### src/rtl/prog_mem_boot_if.sv
// Fetch port and byte-stream loader bus of the Jac1-8 program memory.
// The memory is the slave; the CPU/loader side is the master.
interface prog_mem_boot_if #(
    parameter int PC_WIDTH = 8,
    parameter int IR_WIDTH = 16
);
    logic [PC_WIDTH-1:0] pc;
    logic [IR_WIDTH-1:0] ir;
    logic                ld_start;
    logic                ld_valid;
    logic [7:0]          ld_data;
    logic                ld_ready;
    logic                cpu_hold;
    logic                ld_done;
    logic                ld_err;

    modport master (
        output pc, ld_start, ld_valid, ld_data,
        input  ir, ld_ready, cpu_hold, ld_done, ld_err
    );

    modport slave (
        input  pc, ld_start, ld_valid, ld_data,
        output ir, ld_ready, cpu_hold, ld_done, ld_err
    );
endinterface

### src/rtl/prog_mem_boot.sv
// Jac1-8 program memory with a registered fetch port and a framed byte-stream
// loader (count, MSB-first words, checksum) that zero-fills the unused tail.
module prog_mem_boot #(
    parameter int PC_WIDTH = 8,
    parameter int IR_WIDTH = 16,
    parameter int CMD_CNT  = 256
) (
    input  logic           clk,
    input  logic           res_n,
    prog_mem_boot_if.slave bus
);
    localparam int BPW = IR_WIDTH / 8;
    localparam int AW  = (CMD_CNT > 1) ? $clog2(CMD_CNT) : 1;
    localparam int BCW = (BPW > 1) ? $clog2(BPW) : 1;
    localparam logic [8:0]     CNT_MAX   = 9'(CMD_CNT);
    localparam logic [8:0]     LAST_ADDR = 9'(CMD_CNT - 1);
    localparam logic [BCW-1:0] LAST_BYTE = BCW'(BPW - 1);

    typedef enum logic [2:0] {
        IDLE,
        COUNT,
        DATA,
        CSUM,
        CLEAR,
        FINISH
    } state_t;

    state_t state, next_state;

    logic [IR_WIDTH-1:0] mem [CMD_CNT];
    logic [IR_WIDTH-1:0] ir_q;
    logic [IR_WIDTH-1:0] word_next;
    logic [IR_WIDTH-1:0] mem_wdata;
    logic [7:0]          sum;
    logic [7:0]          sum_next;
    logic [8:0]          word_cnt;
    logic [8:0]          waddr;
    logic [BCW-1:0]      byte_cnt;
    logic                err_q;
    logic                ready;
    logic                hold;
    logic                done;
    logic                accept;
    logic                last_byte;
    logic                count_bad;
    logic                mem_we;
    logic                pc_in_range;

    assign accept      = bus.ld_valid && ready;
    assign last_byte   = (byte_cnt == LAST_BYTE);
    assign sum_next    = sum + bus.ld_data;
    assign count_bad   = (bus.ld_data == 8'd0) || ({1'b0, bus.ld_data} > CNT_MAX);
    assign pc_in_range = ({1'b0, bus.pc} < (PC_WIDTH + 1)'(CMD_CNT));

    // Bytes of a word arrive MSB-first; the partial word holds the bytes seen so far.
    generate
        if (BPW > 1) begin : g_multi
            logic [IR_WIDTH-9:0] partial;

            always_ff @(posedge clk or negedge res_n) begin
                if (!res_n) begin
                    partial <= '0;
                end else if (state == DATA && accept) begin
                    partial <= word_next[IR_WIDTH-9:0];
                end
            end

            assign word_next = {partial, bus.ld_data};
        end else begin : g_single
            assign word_next = bus.ld_data;
        end
    endgenerate

    always_ff @(posedge clk or negedge res_n) begin
        if (!res_n) begin
            state <= IDLE;
        end else begin
            state <= next_state;
        end
    end

    always_comb begin
        next_state = state;
        ready      = 1'b0;
        hold       = 1'b1;
        done       = 1'b0;
        mem_we     = 1'b0;
        mem_wdata  = '0;
        case (state)
            IDLE: begin
                hold = 1'b0;
                if (bus.ld_start) begin
                    next_state = COUNT;
                end
            end
            COUNT: begin
                ready = 1'b1;
                if (bus.ld_valid) begin
                    next_state = count_bad ? FINISH : DATA;
                end
            end
            DATA: begin
                ready = 1'b1;
                if (bus.ld_valid && last_byte) begin
                    mem_we    = 1'b1;
                    mem_wdata = word_next;
                    if (waddr == word_cnt - 9'd1) begin
                        next_state = CSUM;
                    end
                end
            end
            CSUM: begin
                ready = 1'b1;
                if (bus.ld_valid) begin
                    next_state = (word_cnt < CNT_MAX) ? CLEAR : FINISH;
                end
            end
            CLEAR: begin
                mem_we = 1'b1;
                if (waddr == LAST_ADDR) begin
                    next_state = FINISH;
                end
            end
            FINISH: begin
                done       = 1'b1;
                next_state = IDLE;
            end
            default: next_state = IDLE;
        endcase
    end

    // Loader bookkeeping; an accepted start wipes the previous load's error and counters.
    always_ff @(posedge clk or negedge res_n) begin
        if (!res_n) begin
            sum      <= '0;
            word_cnt <= '0;
            waddr    <= '0;
            byte_cnt <= '0;
            err_q    <= 1'b0;
        end else if (state == IDLE) begin
            if (bus.ld_start) begin
                sum      <= '0;
                word_cnt <= '0;
                waddr    <= '0;
                byte_cnt <= '0;
                err_q    <= 1'b0;
            end
        end else begin
            if (accept) begin
                sum <= sum_next;
            end
            case (state)
                COUNT: begin
                    if (accept) begin
                        word_cnt <= {1'b0, bus.ld_data};
                        if (count_bad) begin
                            err_q <= 1'b1;
                        end
                    end
                end
                DATA: begin
                    if (accept) begin
                        if (last_byte) begin
                            byte_cnt <= '0;
                            waddr    <= waddr + 9'd1;
                        end else begin
                            byte_cnt <= byte_cnt + 1'b1;
                        end
                    end
                end
                CSUM: begin
                    if (accept && sum_next != 8'd0) begin
                        err_q <= 1'b1;
                    end
                end
                CLEAR: begin
                    waddr <= waddr + 9'd1;
                end
                default: begin
                end
            endcase
        end
    end

    // Memory contents survive reset on purpose: an aborted load keeps what it wrote.
    always_ff @(posedge clk) begin
        if (mem_we) begin
            mem[waddr[AW-1:0]] <= mem_wdata;
        end
    end

    always_ff @(posedge clk or negedge res_n) begin
        if (!res_n) begin
            ir_q <= '0;
        end else if (hold || !pc_in_range) begin
            ir_q <= '0;
        end else begin
            ir_q <= mem[bus.pc[AW-1:0]];
        end
    end

    assign bus.ir       = ir_q;
    assign bus.ld_ready = ready;
    assign bus.cpu_hold = hold;
    assign bus.ld_done  = done;
    assign bus.ld_err   = err_q;
endmodule

### src/flat_wrapper.sv
// flat-port wrapper written by rule: the top's interface ports become plain ports
module prog_mem_boot_flat 
#(
    parameter int PC_WIDTH = 8,
    parameter int IR_WIDTH = 16,
    parameter int CMD_CNT  = 256
)
  (clk, res_n, bus_pc, bus_ld_start, bus_ld_valid, bus_ld_data, bus_ir, bus_ld_ready, bus_cpu_hold, bus_ld_done, bus_ld_err);
  prog_mem_boot_if #(.PC_WIDTH(PC_WIDTH), .IR_WIDTH(IR_WIDTH)) bus_i ();
  input  logic clk;
  input  logic res_n;
  input wire logic [$bits(bus_i.pc)-1:0] bus_pc;
  input wire logic [$bits(bus_i.ld_start)-1:0] bus_ld_start;
  input wire logic [$bits(bus_i.ld_valid)-1:0] bus_ld_valid;
  input wire logic [$bits(bus_i.ld_data)-1:0] bus_ld_data;
  output wire logic [$bits(bus_i.ir)-1:0] bus_ir;
  output wire logic [$bits(bus_i.ld_ready)-1:0] bus_ld_ready;
  output wire logic [$bits(bus_i.cpu_hold)-1:0] bus_cpu_hold;
  output wire logic [$bits(bus_i.ld_done)-1:0] bus_ld_done;
  output wire logic [$bits(bus_i.ld_err)-1:0] bus_ld_err;
  assign bus_i.pc = bus_pc;
  assign bus_i.ld_start = bus_ld_start;
  assign bus_i.ld_valid = bus_ld_valid;
  assign bus_i.ld_data = bus_ld_data;
  assign bus_ir = bus_i.ir;
  assign bus_ld_ready = bus_i.ld_ready;
  assign bus_cpu_hold = bus_i.cpu_hold;
  assign bus_ld_done = bus_i.ld_done;
  assign bus_ld_err = bus_i.ld_err;
  prog_mem_boot #(.PC_WIDTH(PC_WIDTH), .IR_WIDTH(IR_WIDTH), .CMD_CNT(CMD_CNT)) u_core (.clk(clk), .res_n(res_n), .bus(bus_i));
endmodule
### config.mk
export PLATFORM = sky130hd
export DESIGN_NAME = prog_mem_boot_flat
export DESIGN_NICKNAME = d
export VERILOG_FILES = /design/src/rtl/prog_mem_boot_if.sv /design/src/rtl/prog_mem_boot.sv /design/src/flat_wrapper.sv
export SDC_FILE = /design/constraint.sdc
export NUM_CORES = 2
export LEC_CHECK = 0
export CAP_MARGIN = 5
export CORE_MARGIN = 2
export CORE_UTILIZATION = 40
export CTS_CLUSTER_SIZE = 30
export DETAILED_ROUTE_END_ITERATION = 8
export HOLD_SLACK_MARGIN = 0.06
export PLACE_DENSITY_LB_ADDON = 0.08
export SLEW_MARGIN = 10
export SYNTH_ARGS = -nofsm -noshare
export SYNTH_HDL_FRONTEND = slang
export SYNTH_SLANG_ARGS = --single-unit
### constraint.sdc
create_clock -name clk -period 6.31 [get_ports clk]
set_input_delay 0.631 -clock clk [delete_from_list [all_inputs] [get_ports clk]]
set_output_delay 0.631 -clock clk [all_outputs]
set_load 0.005 [all_outputs]
==> results.md <==
- Worst rel slew slack: 11.2%
- Antenna viol nets, final: 0
- Syn_nets: 6959
- Fin crit share: 70.5%
- Dpl cell area: 168000 um^2
- Synth top cells by count: 4096 x edfxtp_1, 1088 x mux4_2, 409 x nor2_1
- Sequential share of the synthesized area: 78.6%
- Die ar.: 400000 um^2
- Finish-stage setup viols: 0
- Delay-heaviest family, CP: simple AND/OR/NAND/NOR gates
- Largest net degree at the start of global routing: 154
- Post-DP HPWL: 275000 um
- Core Area: 393000 um^2
- Critical-path cell list: nor4bb_4, buf_4, and2_1, a21oi_1, nor2b_1, nand2_2, nor2_2
- Sink Count: 4150
- DR DRC count: 0
- Clock skew: 0.0477 ns
- Final setup margin: 1.86 ns
- Post-synth EDFFs: 4096
- Core Util, Final: 46.2%
- CTS H-Tree Depth: 5
- Area grow syn2layout: 14.9%
- NumNets Final: 7474
- CTS tree: yes
- Fin area: 182000 um^2
- Max Transition Viols Final: 0
- Outcome: finished clean
- Multi-input gate area: 32400 um^2
- Initial antenna violation count: 35
- Post-synth ARST share: 1.30%
- CTS root buffer: clkbuf_16
- Setup TNS: 0 ns
- Max-cap violations: 0
- Post-synth cell types: 58
- Synth Cell Area: 158000 um^2
- Gr usage total: 22.7%
- Pre-CTS setup slack: 1.16 ns
- Worst Tran Pin Value: 1.33 ns
- Pre-antenna DRT Iters: 5
- Cells after DPL: 12200
- Worst setup SP type: register
- Power Dens Cells: 327 nW/um^2
- LEAKAGE: 50.7 nW
- Initial Utilization: 40.2%
- Register bit total from synthesis: 4150
- CP Capture Type: register
- Register Area: 124000 um^2
- Row cnt: 230
- First-pass GRT wire length: 632000 um
- RSZ-0062 raised after global routing: false
- Worst endpoint required time: 6.89 ns
- Finished Layout Cells: 13100
- Via count: 75600
- Routed wire length: 457000 um
- Worst stage delay on the critical path: 1.09 ns
- F_max: 225 MHz
- Cells after Synth: 6925
- Layout cells sized above 1: 28.7%
- Slowest cell on crit path: nor2_2
- Fillers: 32700
- Worst Hold Class: input pin to asynchronous set/reset pin
- Global route overflow: 0
- Worst Path Max Fanout: 27
- Crit path buf inv count: 1
- Syn avg cell area: 22.8 um^2
- I/O pin count: 40
- DRT iter0 DRCs: 9196
- Max IR drop VDD: 0.242 mV
- Post-synth top area cell: edfxtp_1
- Most used DFF post-synth: edfxtp_1
- Post-layout total power: 59.5 mW
- Crit path kind: register to register
- RePlAce Congestion: 0.836
- Arr. time, crit path: 5.03 ns
- Die Height: 633 um
- Worst hold slack: 0.382 ns
- Synth warnings: 0
- Vias in the first global route: 76100
- Post-DR vias/cell: 5.79
- Fin. Hold Viols: 0
- Most common cell in the netlist: edfxtp_1
- Die Width: 633 um
- Avg WL per Cell: 35.0 um
- Clk Latency, worst-skew pair: 0.99 ns
- CTS Buf Count: 440
- Area contributors post-synth: edfxtp_1 78%, mux4_2 15%, nor2_1 0.97%, o22ai_1 0.96%, dfrtp_1 0.85%
- Clk buf depth: 4
- Post-synth top area share: 77.8%
- Port Buffer Count: 39
- Clock-pin slew on the worst setup and hold paths: 0.06 ns
- Min cycle time layout: 4.45 ns
flip-flops by register name (all words and copies together) (netlist names):
register and cells:
u_core.g_multi.partial 8, u_core.bus.ld_err 1, u_core.mem 4096, u_core.word_cnt 8, u_core.waddr 9, u_core.bus.ir 16, u_core.sum 8, u_core.byte_cnt 1
u_core.state 3
cell families (layout without fill, tap and decap cells):
| family | after synthesis | in the layout | share of synthesized area (%) |
|---|---|---|---|
| flip-flops | 4150 | 4150 | 78.6 |
| multiplexers | 1210 | 1210 | 16.3 |
| AND/OR/NAND/NOR | 674 | 674 | 1.92 |
| AO/OA/AOI/OAI | 442 | 442 | 1.84 |
| buffers and inverters | 416 | 1287 | 1.13 |
| XOR/XNOR | 19 | 19 | 0.105 |
| adder cells (fa/ha/maj) | 14 | 14 | 0.115 |
| other | 0 | 44 | 0 |
cell usage in the layout, fill, tap and decap left out, drive strengths merged, types with 23 or more instances in the layout:
cell type	n
nand4	33
mux2i	112
buf	425
o21ai	31
inv	39
dfrtp	54
nor3	33
a211oi	65
clkbuf	537
nor4	23
nand3	70
clkdlybuf4s50	34
mux4	1088
a21oi	26
nor2	409
o22ai	243
bufinv	41
edfxtp	4096
diode	44
nand2	32
clkinv	192
layer usage:
metal  wire [um]  vias to the layer above  track usage [%]
met5          67                        -                0
met4       14400                       10             6.56
met3       28400                      603             3.39
met2      215000                     2650             35.6
met1      199000                    41700             33.1
li1            -                    30600                -
area by class of cell:
class	instances	share of cell area [%]
timing repair buffer	461	2.29
antenna	44	0.0606
inverter	28	0.0579
sequential	4150	68.4
clock buffer	536	6.33
tap	5220	3.60
multi-input combinational	2359	17.8
clock inverter	262	1.39
timing repair:
action / in CTS / in global routing
hold buffers: 1 / 0
hold endpoints to repair: 54 / 0
resized for setup: 0 / 0
buffers inserted: 0 / 0
power by group:
part           switching (mW)  leakage [nW]  internal (mW)
combinational            2.24          10.9           1.08
sequential              0.300          33.1           30.5
clock                    10.8          6.82           14.6
path summary, 6_finish.rpt:
path	from	to	slack [ns]	cells past startpoint
min	res_n	u_core.bus.ld_err	0.38	3
min reg2reg	u_core.sum[2]	u_core.sum[2]	0.51	2
max	u_core.state[0]	u_core.mem[193][8]	1.86	7
min in group clk	bus_ld_data[4]	u_core.word_cnt[4]	0.45	2
max in group asynchronous	res_n	u_core.bus.ir[15]	5.26	3
max reg2reg	u_core.state[0]	u_core.mem[193][8]	1.86	7
worst min-delay path, stage by stage:
cell	delay, ns
dlygate4sd3_1	0.52
buf_2	0.09
buf_4	0.68
(Power assumes the default switching activity.)
